===== src/rtl/serial_add_pkg.sv =====
// rtl/serial_add_pkg.sv - shared types and defaults for the bit-serial adder sequencer
package serial_add_pkg;

  localparam int SERIAL_ADD_WIDTH = 8;

  typedef enum logic [1:0] {
    IDLE = 2'd0,
    RUN  = 2'd1,
    DONE = 2'd2
  } state_t;

endpackage


===== src/rtl/adder.sv =====
// rtl/adder.sv - 1-bit full-adder cell
module adder (
  input  logic a,
  input  logic b,
  input  logic ci,
  output logic co,
  output logic s
);

  // combinational sum and majority carry
  assign s  = a ^ b ^ ci;
  assign co = (a & b) | (a & ci) | (b & ci);

endmodule


===== src/rtl/serial_add_ctrl.sv =====
// rtl/serial_add_ctrl.sv - bit-serial WIDTH-bit adder sequencer around one full-adder cell; optional SERIAL_ADD_OVF_EN adds signed overflow output ovf
module serial_add_ctrl
  import serial_add_pkg::*;
#(
  parameter  int WIDTH = SERIAL_ADD_WIDTH,
  localparam int CNT_W = $clog2(WIDTH + 1)
) (
  input  logic             clk,
  input  logic             rst_n,
  input  logic             start,
  input  logic [WIDTH-1:0] a,
  input  logic [WIDTH-1:0] b,
  input  logic             cin,
  output logic             busy,
  output logic             done,
  output logic [WIDTH-1:0] sum,
  output logic             cout
`ifdef SERIAL_ADD_OVF_EN
  ,
  output logic             ovf
`endif
);

  localparam logic [CNT_W-1:0] LAST_BIT = CNT_W'(WIDTH - 1);

  state_t           state;
  logic [WIDTH-1:0] a_sh;
  logic [WIDTH-1:0] b_sh;
  logic             carry;
  logic [CNT_W-1:0] cnt;
  logic             fa_co;
  logic             fa_s;

  // the single shared full-adder sees the current LSB pair and the registered carry
  adder u_adder (
    .a  (a_sh[0]),
    .b  (b_sh[0]),
    .ci (carry),
    .co (fa_co),
    .s  (fa_s)
  );

  // sequencer: operand capture, one bit per cycle, then a one-cycle done pulse
  always_ff @(posedge clk or negedge rst_n) begin
    if (!rst_n) begin
      state <= IDLE;
      busy  <= 1'b0;
      done  <= 1'b0;
      sum   <= '0;
      cout  <= 1'b0;
      a_sh  <= '0;
      b_sh  <= '0;
      carry <= 1'b0;
      cnt   <= '0;
`ifdef SERIAL_ADD_OVF_EN
      ovf   <= 1'b0;
`endif
    end else begin
      case (state)
        IDLE: begin
          done <= 1'b0;
          if (start) begin
            a_sh  <= a;
            b_sh  <= b;
            carry <= cin;
            cnt   <= '0;
            sum   <= '0;
            busy  <= 1'b1;
            state <= RUN;
          end
        end
        RUN: begin
          a_sh  <= {1'b0, a_sh[WIDTH-1:1]};
          b_sh  <= {1'b0, b_sh[WIDTH-1:1]};
          sum   <= {fa_s, sum[WIDTH-1:1]};
          carry <= fa_co;
          cnt   <= cnt + 1'b1;
          if (cnt == LAST_BIT) begin
            cout  <= fa_co;
`ifdef SERIAL_ADD_OVF_EN
            // carry entering the MSB differs from carry leaving it on signed overflow
            ovf   <= carry ^ fa_co;
`endif
            busy  <= 1'b0;
            done  <= 1'b1;
            state <= DONE;
          end
        end
        DONE: begin
          done  <= 1'b0;
          state <= IDLE;
        end
        default: begin
          busy  <= 1'b0;
          done  <= 1'b0;
          state <= IDLE;
        end
      endcase
    end
  end

endmodule


===== config.mk =====
export PLATFORM = sky130hd
export DESIGN_NAME = serial_add_ctrl
export DESIGN_NICKNAME = d
export VERILOG_FILES = /design/src/rtl/serial_add_pkg.sv /design/src/rtl/adder.sv /design/src/rtl/serial_add_ctrl.sv
export SDC_FILE = /design/constraint.sdc
export NUM_CORES = 1
export LEC_CHECK = 0
export BUFFER_PORTS_ARGS = -buffer_cell sky130_fd_sc_hd__buf_2
export CAP_MARGIN = 5
export CORE_ASPECT_RATIO = 1.75
export CORE_MARGIN = 2
export CORE_UTILIZATION = 40
export CTS_CLUSTER_DIAMETER = 60
export DETAILED_ROUTE_END_ITERATION = 8
export HOLD_SLACK_MARGIN = 0.15
export PLACE_DENSITY = 0.63
export SYNTH_ARGS = -nofsm -noshare
export SYNTH_HDL_FRONTEND = slang
export SYNTH_HIERARCHICAL = 1
export SYNTH_SLANG_ARGS = --single-unit

===== constraint.sdc =====
create_clock -name clk -period 1.85 [get_ports clk]
set_input_delay 0.0925 -clock clk [delete_from_list [all_inputs] [get_ports clk]]
set_output_delay 0.0925 -clock clk [all_outputs]
set_load 0.01 [all_outputs]

; ---- Word-level counts from Yosys, hierarchy flattened
; Cells that the tools add are included.
[word_totals]
reg_bits = 34
in_bits = 20
out_inout_bits = 11
elab_cells = 47
[classes]
n_addsub = 1
eq_ne = 5
mux = 18
n_bitwise = 8
n_reduce_logical = 6
[ops]
columns = cell, n
row1 = $pmux 8 s2, 3
row2 = $mux 8, 3
row3 = $pmux 4 s2, 1
row4 = $reduce_and 2->1, 3
row5 = $mux 1, 5
row6 = $add 4x1->4 const B, 1
row7 = $eq 4x3->1 const B, 1
row8 = $mux 2, 2
row9 = $mux 4, 1
row10 = $ne 2x2->1 const B, 2
row11 = $pmux 2 s2, 1
row12 = $and 1x1->1, 3
row13 = $pmux 1 s3, 1
row14 = $reduce_and 3->1, 1
row15 = $eq 2x1->1 const B, 1
row16 = $eq 2x2->1 const B, 1
row17 = $logic_not 2->1, 1
row18 = $or 1x1->1, 2
row19 = $pmux 1 s2, 1
row20 = $reduce_bool 2->1, 1
row21 = $xor 1x1->1, 2
row22 = $not 1->1, 1

; ---- Logic depth before layout (Yosys ltp)
[depth]
ltp_word = 4
ltp_mapped = 5
ltp_nobuf = 4

; ---- Modules after synthesis
; The synthesis kept the hierarchy.
[modules_own_cells]
columns = mod, n_inst, cells_per_inst, area_each_um2, seq_area_each_um2
row1 = serial_add_ctrl, 1, 132, 1487.7, 850.8
row2 = adder, 1, 1, 20.0, 0.0

; ---- Worst setup path after synthesis
; Ideal clock, no wire load.
[synth_path]
path_kind = flip-flop to flip-flop
from = register cnt[0]
to = register cout
setup_time_ns = 0.125
arrival_time_ns = 1.221
slack_ns = 0.504
path_stages_with_launch = 5
n_path_buf = 0
period_less_slack_ns = 1.346
path_cell_list = dfrtp_1 ha_1 and3b_4 and2_4 mux2_4
[synth_via]
elab_chain_cells = 2
[synth_lines]
columns = element, line_no
row1 = start: declaration, serial_add_ctrl.sv:30  ; logic [CNT_W-1:0] cnt;
row2 = start signal: assignment, serial_add_ctrl.sv:77  ; cnt <= cnt + 1'b1;
row3 = $eq 4x3->1, serial_add_ctrl.sv:78  ; if (cnt == LAST_BIT) begin
row4 = $reduce_and 2->1 (no source line), n/a
row5 = end signal: assignment, serial_add_ctrl.sv:79  ; cout <= fa_co;
row6 = end: declaration, serial_add_ctrl.sv:17  ; output logic cout
; No other way between the ends.
; A chain may end at the register's enable or synchronous reset.

; ---- Worst setup path after layout
; Ends and elaborated chain as after synthesis.

==> out/qor.yml <==
clock_tree:
  cts_root_buf: "clkbuf_8"
  cts_resized: 0
  htreeDepth: 2
  clock_path_buffers: 2
  clock_latency_ns: 0.28
  numClockSinks: 34
  cts_buffers: 5
  path_clk_slew_ns: 0.06
  cts_tree: "yes"
floorplanning:
  core_area_mm2: 0.00363
  die_h_um: 85.2
  die_area_mm2: 0.00430
  die_w_um: 50.4
  pin_count: 31
  rows: 29
  floorplan.initialDensity: 0.416
setup_path:
  worstPathRequired_ns: 2.02
  crit_arrival_ns: 1.59
  r2r_setup_slack_ns: 0.42
  path_class: "reg -> reg"
  startpoint_type: "flip-flop"
  cp_slowest_stage_delay_ns: 0.40
  worst_path_max_delay_cell: "dfrtp_1"
  ff2ff_path_depth: 4
  r2r_start: "cnt[0]"
  rr_endpoint: "cout"
  worstSetupEndpointType: "flip-flop"
  path_cells: "ha_1, and3b_4, and2_4, mux2_4"
  cp_max_fo: 4
final_layout:
  finalNonFillerCells: 228
  diodes: 0
  fin_util: 0.534
  fin_area_mm2: 0.00194
  syn_to_final_growth_pct: 28.5
  drive_gt1_frac: 0.253
  nets: 204
yosys:
  synthesis.area_mm2: 0.00151
  synth-edff-count: 0
  ys_seq_area_frac: 0.564
  synth_cell_types: 28
  synthArstFlopShare: 1.00
  synth_ff_type: "dfrtp_1"
  syn_nets: 155
  avgSynthCellArea_um2: 11.3
  synth_cells: 133
  yosysWarnings: 6
  ys_ff_latch: 34
sta:
  tightest_slew_ns: 0.752
  fin_skew_ns: 0.00286
  finalSetupTns_ns: 0
  slew_headroom: 0.499
  setup_viol: 0
  fmax_ghz: 0.702
  timing.final.hold_violations: 0
  drv_slew: 0
  timing.final.ws_setup_ns: 0.425
  worst_hold_slack_ns: 0.150
  fin_crit_sh: 0.770
  rsz0062_at_grt: "false"
  min_period_ns: 1.43
route:
  wl_per_cell_um: 14.0
  via_per_inst: 5.29
  firstDrtPassIters: 5
  drtIter0Drc: 23
  wirelength_mm: 3.20
  drc: 0
  vias: 1205
  detail-route-antenna-nets: 0
placement:
  io_buffers: 30
  placedCellCount: 204
  place_area_mm2: 0.00169
  dp_hpwl_mm: 2.15
  pre_cts_ws_ns: 0.430
  place_congestion: 0.689
worst_hold_path:
  whs_path_depth: 3
  hp-start: "a[2]"
  hold_path.class: "in -> reg"
  worstHoldEndpoint: "a_sh[2]"
grt:
  grtUsageTotal: 0.172
  grt_pass1_wl_mm: 5.58
  grt_max_degree: 35
  grt_pass1_vias: 1247
  gr-total-overflow: 0
  antenna_found_initial: 0
power:
  peakVddDrop_mv: 0.903
  finalPower_mw: 2.89
  power.leakage_nw: 0.899
  pwr_density_cell_mw_per_mm2: 1490
status:
  status: "finished, final reports clean"
job:
  drv_cap: 0
[layout by cell type (no fill, tap or decap)]
cell type and instances:
a21oi_1 6, a22o_1 9, a22oi_1 14, a31oi_1 1, a32o_1 1, and2_1 1
and2_4 1, and3b_4 1, buf_2 30, buf_4 5, clkbuf_1 2, clkbuf_8 5
dfrtp_1 34, dlygate4sd3_1 17, fa_1 1, ha_1 1, inv_1 1, mux2_2 1
mux2_4 1, mux2i_1 2, nand2_1 14, nand2b_1 1, nand3_1 1, nor2_1 2
nor2b_1 7, nor2b_4 1, o21a_1 1, o21ai_0 19, o21ai_1 1, o21bai_4 1
[routing by layer]
layer,track usage,share of wire
met5,0,0
met4,0.0639,0.015
met3,0.0511,0.050
met2,0.297,0.53
met1,0.199,0.40
[what timing repair did]
item / in CTS / in global routing
endpoints found under the hold margin: 50 / 0
setup buffers: 0 / 0
hold buffers: 17 / 0
endpoints found under the setup margin: 0 / 0
[kinds of logic after synthesis]
group	after synthesis	share of synthesized area
compound gates	53	0.237
fa+ha+maj	2	0.0216
buf+inv	11	0.0432
flops	34	0.564
mux	4	0.0307
simple gates	29	0.104
[worst max path at each step]
stage | start | end | cells after the start
after CTS | cnt[0] | cout | 4
after detailed placement | cnt[0] | cout | 4
after global placement | cnt[0] | cout | 4
after floorplan | cnt[0] | cout | 4
after global routing | cnt[0] | cout | 4
final | cnt[0] | cout | 4
[where the power goes]
| part | total [mW] | switching, mW | internal [mW] |
|---|---|---|---|
| logic | 1.11 | 0.558 | 0.552 |
| clock network | 0.502 | 0.243 | 0.259 |
| registers | 1.28 | 0.233 | 1.05 |
| total | 2.89 | 1.03 | 1.86 |
[area by class of cell]
cell class / count / area, um2
clock buffer: 7 / 76.3
fill: 356 / 1690
inverter: 1 / 3.75
multi-input combinational: 88 / 592
sequential: 34 / 851
tap: 46 / 57.6
timing repair buffer: 52 / 358
[worst max-delay path: cells and delay by family (launching register included)]
family / cells / cell delay (ns)
multiplexers: 1 / 0.28
adder cells (fa/ha/maj): 1 / 0.24
flip-flops: 1 / 0.40
AND/OR/NAND/NOR: 2 / 0.38
[cell usage after synthesis, drive strengths merged, types with 2 or more instances]
library cell | instances | share of area
a22o | 9 | 0.052
and2 | 2 | 0.010
mux2 | 2 | 0.017
nor2 | 2 | 0.0050
buf | 9 | 0.038
nor2b | 8 | 0.038
a22oi | 14 | 0.070
dfrtp | 34 | 0.56
a21oi | 6 | 0.020
nand2 | 14 | 0.035
mux2i | 2 | 0.013
o21ai | 20 | 0.066
[registers in the layout, indices dropped and copies added, names as in the netlist]
signal / count
done: 1
busy: 1
a_sh: 8
state: 2
carry: 1
b_sh: 8
cout: 1
cnt: 4
sum: 8
Power figures use the tool's default switching activity.
